`src/rtl/qam_slicer_adaptive.sv`:
```
// qam_slicer_adaptive: I/Q hard-decision slicer for square QAM (4/16/64-QAM).
//
// Samples di/dq on bitsync and emits per-axis {sign, Gray(m)} decisions two edges later.
// Thresholds are 2*j*unit. The unit comes either from cfg_unit (fixed mode) or from a
// leaky mean of (|I|+|Q|)/2 (adaptive mode). The averager leaks fast during
// acquisition and slowly during tracking.
//
// Ports:
//   clk, rst        clock, asynchronous active-high reset
//   bitsync         symbol strobe; di/dq valid when high
//   di, dq          signed I/Q samples (DW bits)
//   adapt_en        1 = adaptive unit, 0 = cfg_unit
//   cfg_unit        unsigned unit for fixed mode
//   restart         reinitialise averager and re-enter acquisition
//   sym_i, sym_q    per-axis decision {sign, gray(m)}
//   out_valid       one-cycle strobe per decided symbol
//   lock            tracking reached, or fixed mode
//   unit_out        unit currently in effect (integer part)
module qam_slicer_adaptive #(
  parameter int unsigned DW        = 27,
  parameter int unsigned K         = 2,
  parameter int unsigned INIT_UNIT = 1500000,
  parameter int unsigned ALPHA_ACQ = 2,
  parameter int unsigned ALPHA_TRK = 6,
  parameter int unsigned WARM_LOG2 = 5
) (
  input  logic          clk,
  input  logic          rst,
  input  logic          bitsync,
  input  logic [DW-1:0] di,
  input  logic [DW-1:0] dq,
  input  logic          adapt_en,
  input  logic [DW-2:0] cfg_unit,
  input  logic          restart,
  output logic [K-1:0]  sym_i,
  output logic [K-1:0]  sym_q,
  output logic          out_valid,
  output logic          lock,
  output logic [DW-2:0] unit_out
);

  localparam int unsigned FRAC = 8;
  localparam int unsigned AW   = DW + FRAC;
  localparam int unsigned USH  = K - 1 + FRAC;  // avg (fixed point) -> unit
  localparam int unsigned NLVL = 1 << (K - 1);  // amplitude levels per half-axis

  localparam logic [AW-1:0]        AvgInit  = AW'(INIT_UNIT) << USH;
  localparam logic [AW-1:0]        AvgMax   = {AW{1'b1}};
  localparam logic [WARM_LOG2-1:0] WarmLast = {WARM_LOG2{1'b1}};

  localparam logic [0:0] StAcq   = 1'b0;
  localparam logic [0:0] StTrack = 1'b1;

  typedef logic [DW+2:0] thr_t;

  // |x| with the most negative input saturated to the largest positive magnitude.
  function automatic logic [DW-2:0] sat_abs(input logic [DW-1:0] x);
    logic [DW-1:0] neg;
    logic [DW-2:0] mag;
    neg = -x;
    if (!x[DW-1]) begin
      mag = x[DW-2:0];
    end else if (neg[DW-1]) begin
      mag = {(DW-1){1'b1}};
    end else begin
      mag = neg[DW-2:0];
    end
    return mag;
  endfunction

  // m counts thresholds strictly below |x|, so a tie resolves to the inner level.
  function automatic logic [K-1:0] slice_axis(input logic neg, input logic [DW-2:0] mag,
                                              input logic [DW-2:0] unit);
    logic [K-1:0] m;
    logic [K-1:0] sym;
    thr_t         thr;
    m = '0;
    for (int j = 1; j < int'(NLVL); j++) begin
      thr = thr_t'(unit) * thr_t'(2 * j);
      if (thr < thr_t'(mag)) begin
        m = m + K'(1);
      end
    end
    // m < 2**(K-1), so the top bit of the Gray code is free for the sign.
    sym = m ^ (m >> 1);
    sym[K-1] = neg;
    return sym;
  endfunction

  // Stage 1 registers
  logic          s1_valid_q, s1_si_q, s1_sq_q, s1_held_q;
  logic [DW-2:0] s1_ai_q, s1_aq_q, s1_hunit_q;

  // Stage 2 / output registers
  logic [K-1:0] sym_i_q, sym_q_q;
  logic         out_valid_q;

  // Averager and FSM
  logic [AW-1:0]        avg_q, avg_d, avg_upd, a_fx;
  logic [WARM_LOG2-1:0] cnt_q, cnt_d;
  logic [0:0]           state_q, state_d;
  logic                 lock_q, lock_d;

  logic signed [AW+1:0] diff, step, sum;
  logic [DW-2:0]        unit_adapt, unit_s2;

  assign unit_adapt = (DW-1)'(avg_q >> USH);

  // A symbol captured on a restart edge keeps the pre-restart adaptive unit.
  always_comb begin
    unit_s2 = cfg_unit;
    if (adapt_en) begin
      unit_s2 = s1_held_q ? s1_hunit_q : unit_adapt;
    end
  end

  always_comb begin
    a_fx = ((AW'(s1_ai_q) + AW'(s1_aq_q)) >> 1) << FRAC;
    diff = $signed({2'b00, a_fx}) - $signed({2'b00, avg_q});
    step = (state_q == StTrack) ? (diff >>> ALPHA_TRK) : (diff >>> ALPHA_ACQ);
    sum  = $signed({2'b00, avg_q}) + step;
    if (sum[AW+1]) begin
      avg_upd = '0;
    end else if (sum[AW]) begin
      avg_upd = AvgMax;
    end else begin
      avg_upd = sum[AW-1:0];
    end
  end

  always_comb begin
    avg_d   = avg_q;
    cnt_d   = cnt_q;
    state_d = state_q;
    if (restart) begin
      avg_d   = AvgInit;
      cnt_d   = '0;
      state_d = StAcq;
    end else if (s1_valid_q && adapt_en) begin
      avg_d = avg_upd;
      if (state_q == StAcq) begin
        if (cnt_q == WarmLast) begin
          state_d = StTrack;
        end else begin
          cnt_d = cnt_q + WARM_LOG2'(1);
        end
      end
    end
    lock_d = (state_d == StTrack) || !adapt_en;
  end

  always_ff @(posedge clk or posedge rst) begin
    if (rst) begin
      s1_valid_q  <= 1'b0;
      s1_si_q     <= 1'b0;
      s1_sq_q     <= 1'b0;
      s1_ai_q     <= '0;
      s1_aq_q     <= '0;
      s1_held_q   <= 1'b0;
      s1_hunit_q  <= '0;
      sym_i_q     <= '0;
      sym_q_q     <= '0;
      out_valid_q <= 1'b0;
    end else begin
      s1_valid_q  <= bitsync;
      out_valid_q <= s1_valid_q;
      if (bitsync) begin
        s1_si_q    <= di[DW-1];
        s1_sq_q    <= dq[DW-1];
        s1_ai_q    <= sat_abs(di);
        s1_aq_q    <= sat_abs(dq);
        s1_held_q  <= restart;
        s1_hunit_q <= unit_adapt;
      end
      if (s1_valid_q) begin
        sym_i_q <= slice_axis(s1_si_q, s1_ai_q, unit_s2);
        sym_q_q <= slice_axis(s1_sq_q, s1_aq_q, unit_s2);
      end
    end
  end

  always_ff @(posedge clk or posedge rst) begin
    if (rst) begin
      avg_q   <= AvgInit;
      cnt_q   <= '0;
      state_q <= StAcq;
      lock_q  <= 1'b0;
    end else begin
      avg_q   <= avg_d;
      cnt_q   <= cnt_d;
      state_q <= state_d;
      lock_q  <= lock_d;
    end
  end

  assign sym_i     = sym_i_q;
  assign sym_q     = sym_q_q;
  assign out_valid = out_valid_q;
  assign lock      = lock_q;
  assign unit_out  = adapt_en ? unit_adapt : cfg_unit;

endmodule
```
`config.mk`:
```
export PLATFORM = sky130hd
export DESIGN_NAME = qam_slicer_adaptive
export DESIGN_NICKNAME = d
export VERILOG_FILES = /design/src/rtl/qam_slicer_adaptive.sv
export SDC_FILE = /design/constraint.sdc
export NUM_CORES = 1
export LEC_CHECK = 0
export ABC_AREA = 0
export BUFFER_PORTS_ARGS = -buffer_cell sky130_fd_sc_hd__clkbuf_2
export CORE_MARGIN = 5
export CORE_UTILIZATION = 60
export DETAILED_ROUTE_END_ITERATION = 10
export GPL_TIMING_DRIVEN = 0
export MAX_ROUTING_LAYER = met4
export PLACE_DENSITY_LB_ADDON = 0.1
export SLEW_MARGIN = 15
export SYNTH_ARGS = -nofsm -noshare
export SYNTH_HDL_FRONTEND = slang
export SYNTH_SLANG_ARGS = --single-unit
```
`constraint.sdc`:
```
create_clock -name clk -period 13.9 [get_ports clk]
set_input_delay 0 -clock clk [delete_from_list [all_inputs] [get_ports clk]]
set_output_delay 0 -clock clk [all_outputs]
set_load 0.02 [all_outputs]
```
==> impl_metrics.py <==
metrics = {
    "synth": {
        "synth_top_cell_by_area": "dfrtp_1",
        "synth_edf_count": 0,
        "synth_cell_types": 71,
        "ys_ff_latch": 129,
        "syn-mean-instance-area_um2": 8.35,
        "synthFlopType": "dfrtp_1",
        "ys_warn_count": 0,
        "seq_area_frac_synth_pct": 25.5,
        "synth_most_common_cell": "o21ai_0",
        "synth_cells": 1521,
        "syn_nets": 1749,
        "synth.cell_area_mm2": 0.0127,
        "postSynth.asyncResetShare_pct": 100,
        "synth_common_cells": "o21ai_0, ha_1, nor2_1",
        "yosysTopAreaCellShare_pct": 23.5,
        "synthTopCellsByArea": "dfrtp_1, ha_1, o21ai_0, xnor2_1, mux2_2",
    },
    "drt": {
        "via_count": 11900,
        "drc_errors": 0,
        "routed_wl_mm": 38.1,
        "wire_per_inst_um": 19.3,
        "viasPerCell": 6.03,
        "drt_iter0_markers": 763,
        "drtAntennaViolNets": 0,
        "dr.pass1.iters": 7,
    },
    "timing": {
        "finalCritPeriodShare_pct": 61.9,
        "finalSetupViolations": 0,
        "relSlewSlack_pct": 37.7,
        "fin_skew_ns": 0.0143,
        "fin_hold_ws_ns": 0.00970,
        "period_minus_slack_ns": 8.60,
        "final.setup.tns_ns": 0,
        "final_max_slew_viol_count": 0,
        "rsz0062_at_grt": "false",
        "max_freq_mhz": 116,
        "finalHoldViolations": 0,
        "max_slew.worst_pin.slew_ns": 0.935,
        "finalWorstSetupSlack_ns": 5.30,
    },
    "die": {
        "die_h_um": 155,
        "die-area_mm2": 0.0242,
        "ios": 117,
        "floorplan.initialDensity_pct": 60.6,
        "die_w_um": 155,
        "rows": 53,
        "core-area_mm2": 0.0210,
    },
    "critical_path": {
        "slowest_delay_ns": 0.57,
        "path_class": "register to register",
        "cp-start-kind": "register",
        "endpoint_kind": "register",
        "cp.required_ns": 14.27,
        "rrSetupSlack_ns": 5.30,
        "crit_path_top_delay_cell": "clkbuf_1",
        "crit_path_max_fanout": 10,
        "cp_data_arrival_time_ns": 8.97,
        "crit_top_cell": "a21oi_1",
    },
    "global_route": {
        "grt_start_max_net_pins": 70,
        "grt_pass1_wl_mm": 60.9,
        "top_usage_layer": "met2",
        "grtUsageMet2_pct": 53.0,
        "met3_usage_pct": 4.28,
        "grtUsageTotal_pct": 32.4,
        "grtUsageMet1_pct": 40.8,
        "antenna_found_initial": 0,
        "grt_pass1_vias": 12000,
        "overflow": 0,
    },
    "clock_network": {
        "cts-root-buf": "clkbuf_16",
        "post_cts_buffers": 0,
        "cts_tree": "yes",
        "cts_buffer_depth": 2,
        "ctsHtreeMaxLevel": 4,
        "cts_sinks": 129,
        "worstSkewPairLatency_ns": 0.44,
        "holdBufCountCts": 35,
        "cts.repair.resized": 0,
        "clk_pin_slew_worst_paths_ns": 0.07,
        "cts_buffers": 17,
    },
    "placed_design": {
        "place_congestion": 0.975,
        "dp_slack_ns": 5.33,
        "io_buffers": 115,
        "place_hpwl_mm": 30.1,
    },
    "pwr": {
        "leakagePower_nw": 6.82,
        "powerDensity_mw_per_mm2": 275,
        "ir_worst_vdd_v": 0.000131,
        "power_mw": 4.01,
    },
    "final_layout": {
        "nNetsFinal": 1919,
        "n_antenna_cell": 0,
        "area_growth_pct": 14.7,
        "final_util_pct": 69.5,
        "drive_above_1_share_pct": 14.4,
        "fillers": 1803,
    },
    "run_status": {
        "status": "finished clean",
    },
    "run": {
        "drv_cap": 0,
    },
    "worst_hold_path": {
        "hold_path.class": "primary input to register",
    },
}
## cell type report
class / count / area (um^2) / share of cell area [%]
Clock buffer: 18 / 429 / 2.95
Inverter: 104 / 398 / 2.73
Buffer: 61 / 253 / 1.74
Clock inverter: 14 / 131 / 0.902
Sequential cell: 129 / 3240 / 22.3
Timing Repair Buffer: 151 / 953 / 6.55
Tap cell: 275 / 344 / 2.36
Multi-Input combinational cell: 1227 / 8810 / 60.5
## state kept, by name, indices dropped and copies added (netlist names)
register	count
s1_si_q	1
sym_q	2
lock	1
s1_valid_q	1
s1_held_q	1
sym_i	2
cnt_q	5
s1_hunit_q	26
s1_aq_q	26
avg_q	35
s1_sq_q	1
state_q	1
s1_ai_q	26
out_valid	1
## placed cells by master (no fill, tap or decap), drive strengths merged, types with 15 or more instances in the layout
cell type / netlist / final
a211oi: 17 / 17
a21o: 55 / 55
a21oi: 108 / 108
and3: 16 / 16
clkbuf: 48 / 181
dfrtp: 119 / 119
dlygate4sd3: 0 / 35
ha: 141 / 141
inv: 104 / 108
mux2: 65 / 65
mux2i: 31 / 31
nand2: 93 / 93
nand2b: 21 / 21
nand3: 20 / 20
nand4: 16 / 16
nor2: 125 / 125
nor3: 25 / 25
o211ai: 15 / 15
o21ai: 179 / 179
o31ai: 21 / 21
xnor2: 87 / 87
xor2: 37 / 37
## per-layer routing
| metal | up-vias | wire [um] |
|---|---|---|
| met5 | - | 0 |
| met4 | 0 | 1490 |
| met3 | 81 | 1810 |
| met2 | 358 | 18100 |
| met1 | 5664 | 16700 |
| li1 | 5839 | - |
## report_power, final
part	leakage, nW	switching, mW	internal [mW]	total (mW)
Clock	0.257	0.200	0.248	0.448
Combinational	4.97	1.76	1.23	2.99
Sequential	1.59	0.105	0.465	0.570
## cells by family (layout without fill, tap and decap cells)
family | count (synthesis) | after routing | share of synthesized area (%)
XOR/XNOR | 124 | 124 | 8.55
AO/OA/AOI/OAI | 487 | 487 | 24.2
multiplexers | 96 | 96 | 8.21
buffers and inverters | 165 | 348 | 5.06
adder cells (fa/ha/maj) | 143 | 143 | 14.2
flip-flops | 129 | 129 | 25.5
AND/OR/NAND/NOR | 377 | 377 | 14.2
## worst max-delay path, delay by kind of cell, from the launching register on
kind                     cells  cell delay (ns)
flip-flops                   1             0.41
adder cells (fa/ha/maj)      3             0.80
multiplexers                 1             0.15
buffers and inverters        3             1.20
AO/OA/AOI/OAI               16             4.20
XOR/XNOR                     3             1.01
AND/OR/NAND/NOR              4             0.77
## final timing paths
check,startpoint,end,cells after the start
max in group asynchronous,rst,s1_aq_q[18],4
min in group asynchronous,rst,s1_ai_q[0],3
worst max-delay path,s1_ai_q[1],avg_q[8],30
worst max register to register,s1_ai_q[1],avg_q[8],30
worst min register to register,s1_valid_q,out_valid,0
worst min-delay path,dq[4],s1_aq_q[4],4
## per-stage QoR
stage	std cells	area [um^2]
floorplan	1521	12700
global placement	1911	13600
detailed placement	1912	13700
CTS	1979	14600
global route	1979	14600
finish	1979	14600
Power figures use the tool's default switching activity.
